--- src/rtl/uart_pkg.sv ---
// Shared UART definitions: receiver state encoding, baud divisor helper, data width.
package uart_pkg;

  localparam int unsigned DATA_W = 8;

  typedef enum logic [2:0] {
    IDLE,
    START,
    DATA,
    PARITY,
    STOP
  } rx_state_t;

  function automatic int unsigned baud_div(input int unsigned clk_hz, input int unsigned baud);
    return clk_hz / baud;
  endfunction

endpackage

--- src/rtl/uart_rx_sync_fifo.sv ---
// Single-clock FIFO (DEPTH x WIDTH register array) with flush; shared by the UART rx and tx paths.
module uart_rx_sync_fifo
  import uart_pkg::*;
#(
  parameter int unsigned DEPTH = 16,
  parameter int unsigned WIDTH = DATA_W
) (
  input  logic                     clk,
  input  logic                     reset_n,
  input  logic                     push,
  input  logic [WIDTH-1:0]         wdata,
  input  logic                     pop,
  input  logic                     flush,
  output logic [WIDTH-1:0]         rdata,
  output logic                     full,
  output logic                     empty,
  output logic [$clog2(DEPTH):0]   count
);

  localparam int unsigned AW = $clog2(DEPTH);

  logic [WIDTH-1:0] mem [DEPTH];
  logic [AW-1:0]    wr_ptr;
  logic [AW-1:0]    rd_ptr;
  logic             do_push;
  logic             do_pop;

  assign empty = (count == '0);
  assign full  = (count == (AW+1)'(DEPTH));
  assign rdata = mem[rd_ptr];

  // A pop in the same cycle frees the slot, so a push into a full FIFO still lands
  assign do_pop  = pop & ~empty;
  assign do_push = push & (~full | do_pop);

  always_ff @(posedge clk or negedge reset_n) begin
    if (!reset_n) begin
      for (int unsigned i = 0; i < DEPTH; i++) mem[i] <= '0;
      wr_ptr <= '0;
      rd_ptr <= '0;
      count  <= '0;
    end else if (flush) begin
      wr_ptr <= '0;
      rd_ptr <= '0;
      count  <= '0;
    end else begin
      if (do_push) begin
        mem[wr_ptr] <= wdata;
        wr_ptr      <= wr_ptr + 1'b1;
      end
      if (do_pop) rd_ptr <= rd_ptr + 1'b1;
      if (do_push && !do_pop)      count <= count + 1'b1;
      else if (!do_push && do_pop) count <= count - 1'b1;
    end
  end

endmodule

--- src/rtl/uart_rx_fifo.sv ---
// UART receive path: 2-flop rxd synchronizer, 8N1 deserializer FSM and FIFO drained via ctrl PIO.
// Define UART_RX_PARITY_EN for 8E1 framing (even parity checked, bad parity discards the byte).
module uart_rx_fifo
  import uart_pkg::*;
#(
  parameter int unsigned CLK_HZ = 50000000,
  parameter int unsigned BAUD   = 115200,
  parameter int unsigned DEPTH  = 16
) (
  input  logic                     clk,
  input  logic                     reset_n,
  input  logic                     rxd,
  input  logic [1:0]               ctrl,
  output logic [DATA_W-1:0]        rx_data,
  output logic                     rx_valid,
  output logic [$clog2(DEPTH):0]   fifo_count,
  output logic                     overrun,
  output logic                     framing_err
);

  localparam int unsigned BAUD_DIV = baud_div(CLK_HZ, BAUD);
  localparam int unsigned HALF     = BAUD_DIV / 2;
  localparam int unsigned CW       = $clog2(BAUD_DIV);

  logic              rx_meta;
  logic              rxs;
  logic              rxs_q;
  rx_state_t         state;
  logic [CW-1:0]     baud_cnt;
  logic [2:0]        bit_cnt;
  logic [DATA_W-1:0] shift;
  logic              push_req;
  logic              frame_bad;
  logic              baud_end;
  logic              accept;
  logic              ctrl0_q;
  logic              pop;
  logic              flush;
  logic              fifo_full;
  logic              fifo_empty;

  assign baud_end = (baud_cnt == CW'(BAUD_DIV - 1));
  assign pop      = ctrl[0] & ~ctrl0_q;
  assign flush    = ctrl[1];

`ifdef UART_RX_PARITY_EN
  logic parity_bad;
  assign accept = rxs & ~parity_bad;
`else
  assign accept = rxs;
`endif

  always_ff @(posedge clk or negedge reset_n) begin
    if (!reset_n) begin
      rx_meta <= 1'b1;
      rxs     <= 1'b1;
      rxs_q   <= 1'b1;
      ctrl0_q <= 1'b0;
    end else begin
      rx_meta <= rxd;
      rxs     <= rx_meta;
      rxs_q   <= rxs;
      ctrl0_q <= ctrl[0];
    end
  end

  always_ff @(posedge clk or negedge reset_n) begin
    if (!reset_n) begin
      state      <= IDLE;
      baud_cnt   <= '0;
      bit_cnt    <= '0;
      shift      <= '0;
      push_req   <= 1'b0;
      frame_bad  <= 1'b0;
`ifdef UART_RX_PARITY_EN
      parity_bad <= 1'b0;
`endif
    end else begin
      push_req  <= 1'b0;
      frame_bad <= 1'b0;
      case (state)
        IDLE: begin
          if (rxs_q && !rxs) begin
            state    <= START;
            baud_cnt <= '0;
          end
        end
        START: begin
          if (baud_cnt == CW'(HALF - 1)) begin
            baud_cnt <= '0;
            bit_cnt  <= '0;
            state    <= rxs ? IDLE : DATA;
          end else begin
            baud_cnt <= baud_cnt + 1'b1;
          end
        end
        DATA: begin
          if (baud_end) begin
            baud_cnt <= '0;
            shift    <= {rxs, shift[DATA_W-1:1]};
            bit_cnt  <= bit_cnt + 1'b1;
            if (bit_cnt == 3'd7) begin
`ifdef UART_RX_PARITY_EN
              state <= PARITY;
`else
              state <= STOP;
`endif
            end
          end else begin
            baud_cnt <= baud_cnt + 1'b1;
          end
        end
`ifdef UART_RX_PARITY_EN
        PARITY: begin
          if (baud_end) begin
            baud_cnt   <= '0;
            parity_bad <= ^{shift, rxs};
            state      <= STOP;
          end else begin
            baud_cnt <= baud_cnt + 1'b1;
          end
        end
`endif
        STOP: begin
          if (baud_end) begin
            baud_cnt <= '0;
            state    <= IDLE;
            if (accept) push_req  <= 1'b1;
            else        frame_bad <= 1'b1;
          end else begin
            baud_cnt <= baud_cnt + 1'b1;
          end
        end
        default: state <= IDLE;
      endcase
    end
  end

  // Full implies non-empty, so a pop edge always frees the slot for a coincident push
  always_ff @(posedge clk or negedge reset_n) begin
    if (!reset_n) begin
      overrun     <= 1'b0;
      framing_err <= 1'b0;
    end else if (flush) begin
      overrun     <= 1'b0;
      framing_err <= 1'b0;
    end else begin
      if (push_req && fifo_full && !pop) overrun <= 1'b1;
      if (frame_bad) framing_err <= 1'b1;
    end
  end

  uart_rx_sync_fifo #(
    .DEPTH (DEPTH),
    .WIDTH (DATA_W)
  ) u_fifo (
    .clk     (clk),
    .reset_n (reset_n),
    .push    (push_req),
    .wdata   (shift),
    .pop     (pop),
    .flush   (flush),
    .rdata   (rx_data),
    .full    (fifo_full),
    .empty   (fifo_empty),
    .count   (fifo_count)
  );

  assign rx_valid = ~fifo_empty;

endmodule

--- config.mk ---
export PLATFORM = sky130hd
export DESIGN_NAME = uart_rx_fifo
export DESIGN_NICKNAME = d
export VERILOG_FILES = /design/src/rtl/uart_pkg.sv /design/src/rtl/uart_rx_sync_fifo.sv /design/src/rtl/uart_rx_fifo.sv
export SDC_FILE = /design/constraint.sdc
export NUM_CORES = 1
export LEC_CHECK = 0
export ABC_AREA = 1
export CORE_ASPECT_RATIO = 0.9
export CORE_MARGIN = 8
export CORE_UTILIZATION = 35
export CTS_BUF_LIST = sky130_fd_sc_hd__clkbuf_16
export DETAILED_ROUTE_END_ITERATION = 6
export PLACE_DENSITY = 0.46
export SKIP_CTS_REPAIR_TIMING = 1
export SKIP_LAST_GASP = 1
export SLEW_MARGIN = 20
export SYNTH_ARGS = -nofsm -noshare
export SYNTH_HDL_FRONTEND = slang
export SYNTH_SLANG_ARGS = --single-unit
--- constraint.sdc ---
create_clock -name clk -period 2.25 [get_ports clk]
set_input_delay 0.45 -clock clk [delete_from_list [all_inputs] [get_ports clk]]
set_output_delay 0.45 -clock clk [all_outputs]
set_load 0.02 [all_outputs]
## Word-level counts from Yosys, hierarchy flattened

Cells that the tools add are included.

| word-level totals | value |
|---|---|
| register bits after elaboration | 172 |
| input port bits | 5 |

| cells by class | value |
|---|---|
| magnitude comparators | 3 |
| equality and inequality tests | 12 |
| mux-type cells | 37 |
| bitwise operators | 10 |
| add/subtract/negate cells | 6 |
| reductions and logical operators | 25 |

Operators with widths:

| cell | number |
|---|---|
| 128-bit bitwise mux | 1 |
| 8-bit binary-select mux with 4-bit select | 1 |
| 8-bit demux with 4-bit select | 1 |
| 9-bit 2-to-1 mux | 3 |
| 9-bit case mux with 3 select lines | 1 |
| 8-bit 2-to-1 mux | 3 |
| 3-bit 2-to-1 mux | 7 |
| 4-bit 2-to-1 mux | 4 |
| 5-bit 2-to-1 mux | 3 |
| 3-bit case mux with 4 select lines | 1 |
| 5-bit greater-or-equal comparator, second input constant | 2 |
| 1-bit 2-to-1 mux | 10 |
| 2-bit inequality test, second input constant | 5 |
| 4-bit NOT with 5-bit output | 2 |
| 2-bit nonzero test | 5 |
| 9-bit by 1-bit adder with 9-bit output, second input constant | 1 |
| 9-bit by 8-bit equality test with 1-bit output, second input constant | 1 |
| 9-bit equality test, second input constant | 1 |
| 4-bit by 1-bit adder with 4-bit output, second input constant | 2 |
| 3-bit equality test, second input constant | 2 |
| 1-bit logical AND | 6 |
| 3-bit case mux with 2 select lines | 1 |
| 2-bit AND reduction | 3 |
| 3-bit nonzero test | 2 |
| other kinds (17) | 25 |

## Longest topological paths before layout

| depth | value |
|---|---|
| word-level depth | 10 |
| mapped depth | 11 |
| mapped depth without buffers | 11 |

## Hierarchy

From an unflattened synthesis, not the netlist that was laid out.

| second synthesis, totals | value |
|---|---|
| cells, all modules | 1150 |
| area, all modules | 8856.0 um2 |

Modules (own cells, without submodules):

| module | area an instance (um2) | sequential area each (um2) | cells an instance | instances |
|---|---|---|---|---|
| uart_rx_sync_fifo | 7185.6 | 3528.4 | 944 | 1 |
| uart_rx_fifo | 1670.4 | 779.5 | 206 | 1 |

## Worst setup path before layout

No wires, ideal clock.

| path | value |
|---|---|
| path type | register to register |
| start | reg u_fifo.count[2] |
| end | reg u_fifo.count[4] |
| cell stages (with the launch flop) | 11 |
| slack | -90 ps |
| required time | 2132 ps |
| clock period less this slack | 2340 ps |
| path buffers | 0 |
| library setup time | 118 ps |
| arrival | 2222 ps |
| cells stage by stage | dfrtp_1 nor2_4 nand3_1 nand2_2 nand3_2 ha_1 a21o_1 a31oi_1 nand3_1 nand3_1 nand2_1 |

| on the way | value |
|---|---|
| cells in the longest elaborated chain, start to end | 8 |
| elaborated cells on any way between the ends | 17 |
| classes of those cells | add/sub: 2; eq/ne: 1; mux: 3; bitwise: 5; reduce/logical: 6 |

Ends and longest elaborated chain:

| item | line | RTL |
|---|---|---|
| from (decl) | uart_rx_sync_fifo.sv:17 | `output logic [$clog2(DEPTH):0] count` |
| from (signal assigned) | uart_rx_sync_fifo.sv:52 | `if (do_push && !do_pop) count <= count + 1'b1;` |
| from (signal assigned) | uart_rx_sync_fifo.sv:53 | `else if (!do_push && do_pop) count <= count - 1'b1;` |
| 5-bit logical NOT * | uart_rx_sync_fifo.sv:28 | `assign empty = (count == '0);` |
| 1-bit NOT * | n/a |  |
| named net rx_valid | uart_rx_fifo.sv:15 | `output logic rx_valid,` |
| 1-bit bitwise AND * | uart_rx_sync_fifo.sv:33 | `assign do_pop = pop & ~empty;` |
| 1-bit bitwise OR | uart_rx_sync_fifo.sv:34 | `assign do_push = push & (~full \| do_pop);` |
| 1-bit bitwise AND | uart_rx_sync_fifo.sv:34 |  |
| 1-bit logical AND / 1-bit logical NOT (equally long branches) | uart_rx_sync_fifo.sv:52, uart_rx_sync_fifo.sv:53 |  |
| 5-bit 2-to-1 mux / 1-bit logical AND (equally long branches) | uart_rx_sync_fifo.sv:52, uart_rx_sync_fifo.sv:53 |  |
| 5-bit 2-to-1 mux / 3-bit nonzero test (equally long branches) | n/a |  |

The timed path passes the listed nets; every way through them passes the cells marked *. The select of a mux whose other input is x is not followed.
A chain may end at the register's enable or synchronous reset.

## Worst setup path after layout

| path | value |
|---|---|
| start | reg u_fifo.rd_ptr[0] |
| end | out rx_data[4] |

| on the way | value |
|---|---|
| cells in the longest elaborated chain, start to end | 4 |

Ends and longest elaborated chain:

| item | line | RTL |
|---|---|---|
| from (decl) | uart_rx_sync_fifo.sv:24 | `logic [AW-1:0] rd_ptr;` |
| from (signal assigned) | uart_rx_sync_fifo.sv:51 | `if (do_pop) rd_ptr <= rd_ptr + 1'b1;` |
| 4-bit NOT with 5-bit output (not written as such) | uart_rx_sync_fifo.sv:30 | `assign rdata = mem[rd_ptr];` |
| 8-bit binary-select mux with 4-bit select | uart_rx_sync_fifo.sv:30 |  |
| 8-bit 2-to-1 mux (not written as such) (2 in a row) | uart_rx_sync_fifo.sv:30 |  |
| to (decl) | uart_rx_fifo.sv:14 | `output logic [DATA_W-1:0] rx_data,` |

Every way passes these cells. The select of a mux whose other input is x is not followed.

==> flow_summary.toml <==
[run_status]
status = "complete, but fails checks"
violations = "setup timing"

[grt]
grt_max_degree = 54
grt_pass1_wl_um = 37300
use_met3_pct = 3.15
grt.total_usage_pct = 16.6
gr-usage-met1_pct = 24.2
grt_pass1_vias = 6504
grt_antenna_before_repair = 0
busiest_layer = "met1"
grt-ovfl-total = 0
gr-usage-met2_pct = 23.9

[placed_design]
placed_cells = 1274
place_congestion = 0.785
dp_hpwl_um = 15200
io_buffers = 20

[cts]
cts-root-buf = "clkbuf_16"
cts.sinks = 172
clkSlewWorstSetupHoldPaths_ns = 0.07
htreeDepth = 4
clockBufferDepth = 2
clk-insertion-delay-late_ns = 0.44
numCtsBuffers = 17
tritoncts = "built"

[floorplan]
die_w_um = 179
die_area_mm2 = 0.0290
rows = 53
start_util_pct = 35.7
io_pins = 21
fp.dieH_um = 162
core_mm2 = 0.0233

[logic_synthesis]
synth_fp_nets = 966
syn_area_per_cell_um2 = 8.80
yosysTopAreaCell = "dfrtp_1"
synth_cells = 946
synth-seq-cells = 172
synth.distinct_cells = 47
ys_seq_area_share_pct = 51.7
synth_area_mm2 = 0.00833
synth-edff-count = 0
async_flop_share_pct = 100
synth_top_area_share_pct = 50.8
synthTopCellsByArea = "dfrtp_1 (51%), o21ai_0 (9.3%), nand2_1 (8.4%)"
ys.flop_type = "dfrtp_1"
ys.warnings.count = 0

[final_layout]
areaGrowthSynthToFinish_pct = 19.0
nNetsFinal = 1015
drive_above_1_share_pct = 15.2
antenna_cells = 0
final_cells = 1310

[timing]
worst_pin_slew_ns = 0.804
hold_viol = 0
relSlewSlack_pct = 46.4
fin_ws_ns = -0.346
post-route-min-period_ns = 2.60
fin_crit_sh_pct = 115
rsz0062_at_grt = "yes"
finClkSkew_ns = 0.0147
slew_viol_final = 0
fmax_mhz = 385
setup_viol = 8

[power_and_ir_drop]
power_leakage_nw = 4.51
powerDensity_mw_per_mm2 = 687
vdd_drop_max_mv = 0.405
power_mw = 6.81

[run]
drv_cap = 0

[routing]
post_drt_wl_per_cell_um = 17.7
via_per_inst = 5.06
drc = 0
drtAntennaViolNets = 0
routed_wl_um = 23100
routed-via-count = 6628
drtIter0Drc = 591
dr.pass1.iters = 5

[setup_path]
slowest_stage = "dfrtp_2"
critPathMaxFanout = 23
slowest_delay_ns = 0.47
worst_ep_required_time_ns = 1.80
worstPathCellList = "buf_12 > o21ai_0 > o21ai_0 > buf_4 > o211ai_1 > nand2_1 > buf_4"
path_class = "reg -> out"
endpoint_kind = "output pin"
start_kind = "flop"
worstPathArrival_ns = 2.15

[min_path]
min_path_type = "reg -> reg"
## worst paths after layout
kind	depth (start not counted)	slack (ns)	start	endpoint
min in group asynchronous	2	0.50	reset_n	baud_cnt[6]
worst min-delay path	0	0.36	rx_meta	accept
worst max-delay path	7	-0.35	u_fifo.rd_ptr[0]	rx_data[4]
worst max register to register	10	0.23	u_fifo.count[3]	u_fifo.count[4]
max in group asynchronous	3	1.08	reset_n	u_fifo.mem[26]
worst min register to register	0	0.36	rx_meta	accept
## routing by layer
metal,part of all wire [%],routed length [µm],up-vias
li1,-,-,3281
met5,0,0,-
met4,1.9,443,0
met1,50,11600,3169
met2,43,9930,144
met3,4.9,1140,34
## layout make-up
class / instances / area [µm²]
fillers: 2339 / 13400
clock inverters: 15 / 184
flip-flops and latches: 172 / 4310
well taps: 302 / 378
clock buffers: 17 / 425
inverters: 43 / 169
multi-input cells: 679 / 3560
repair buffers: 82 / 893
## placed cells by master (no fill, tap or decap), drive strengths merged, types with 2 or more instances in the layout
cell / instances
nand2: 195
bufinv: 3
o21ai: 224
dfrtp: 169
nor2: 131
buf: 65
nor3: 7
ha: 14
nand4: 6
clkdlybuf4s50: 10
a31oi: 2
inv: 51
clkinv: 3
dfstp: 3
clkbuf: 20
nand3: 42
nand3b: 2
dlymetal6s2s: 3
o211ai: 33
xor2: 6
a21oi: 6
## through the flow
| step | util (%) | TNS [ns] | hold WS [ns] | area (µm²) | setup slack, ns |
|---|---|---|---|---|---|
| after global placement | 39.5 | -4.07 | 0.346 | 9230 | -0.310 |
| final | 42.5 | -2.18 | 0.357 | 9920 | -0.346 |
| after global routing | 42.5 | -3.01 | 0.361 | 9920 | -0.425 |
| after detailed placement | 39.5 | -4.72 | 0.351 | 9230 | -0.330 |
| after CTS | 42.1 | -6.15 | -0.0557 | 9840 | -0.820 |
| after floorplan | - | 0 | 0.154 | 8330 | 0.0215 |
## critical path, delay by kind of cell (launching register included)
kind,cells,cell delay (ns)
AO/OA/AOI/OAI,3,0.61
buffers and inverters,3,0.50
flip-flops,1,0.47
AND/OR/NAND/NOR,1,0.11
## power by group
group,switching [mW],total (mW),leakage (nW),internal (mW)
Clock,1.35,3.12,0.303,1.77
Combinational,0.352,0.496,1.83,0.144
Sequential,0.0480,3.20,2.38,3.15
Total,1.75,6.81,4.51,5.07
## flip-flops by register name, indices dropped and copies added (netlist names), 3 cells and up
register	cells
baud_cnt	9
bit_cnt	3
shift	8
state	3
u_fifo.count	5
u_fifo.mem	128
u_fifo.rd_ptr	4
u_fifo.wr_ptr	4
## cell families after synthesis
| family | after synthesis | synth area share [%] |
|---|---|---|
| xor+xnor | 6 | 0.631 |
| buf+inv | 95 | 5.75 |
| simple gates | 385 | 21.3 |
| fa+ha+maj | 15 | 2.34 |
| flops | 172 | 51.7 |
| compound gates | 273 | 18.3 |
## synthesized netlist by cell type (2+ instances only)
cell        n
a21oi_1     5
buf_1       2
o21ai_0   154
buf_6      10
clkbuf_1   22
nor3_1      4
buf_4       9
nand2_1   187
nor3_4      2
inv_1      40
nand2_4     4
o21ai_2     9
o211ai_1   33
nor2_4      4
nand3_1    29
dfrtp_1   169
nand3_4     6
xor2_1      6
nand2_2     4
ha_1       14
dfstp_2     3
nand3b_1    2
nor2_1    126
nand4_1     5
a31oi_1     2
buf_2       9
nand3_2     7
o21ai_1    60
No activity file was read; power rests on OpenSTA's default activity.
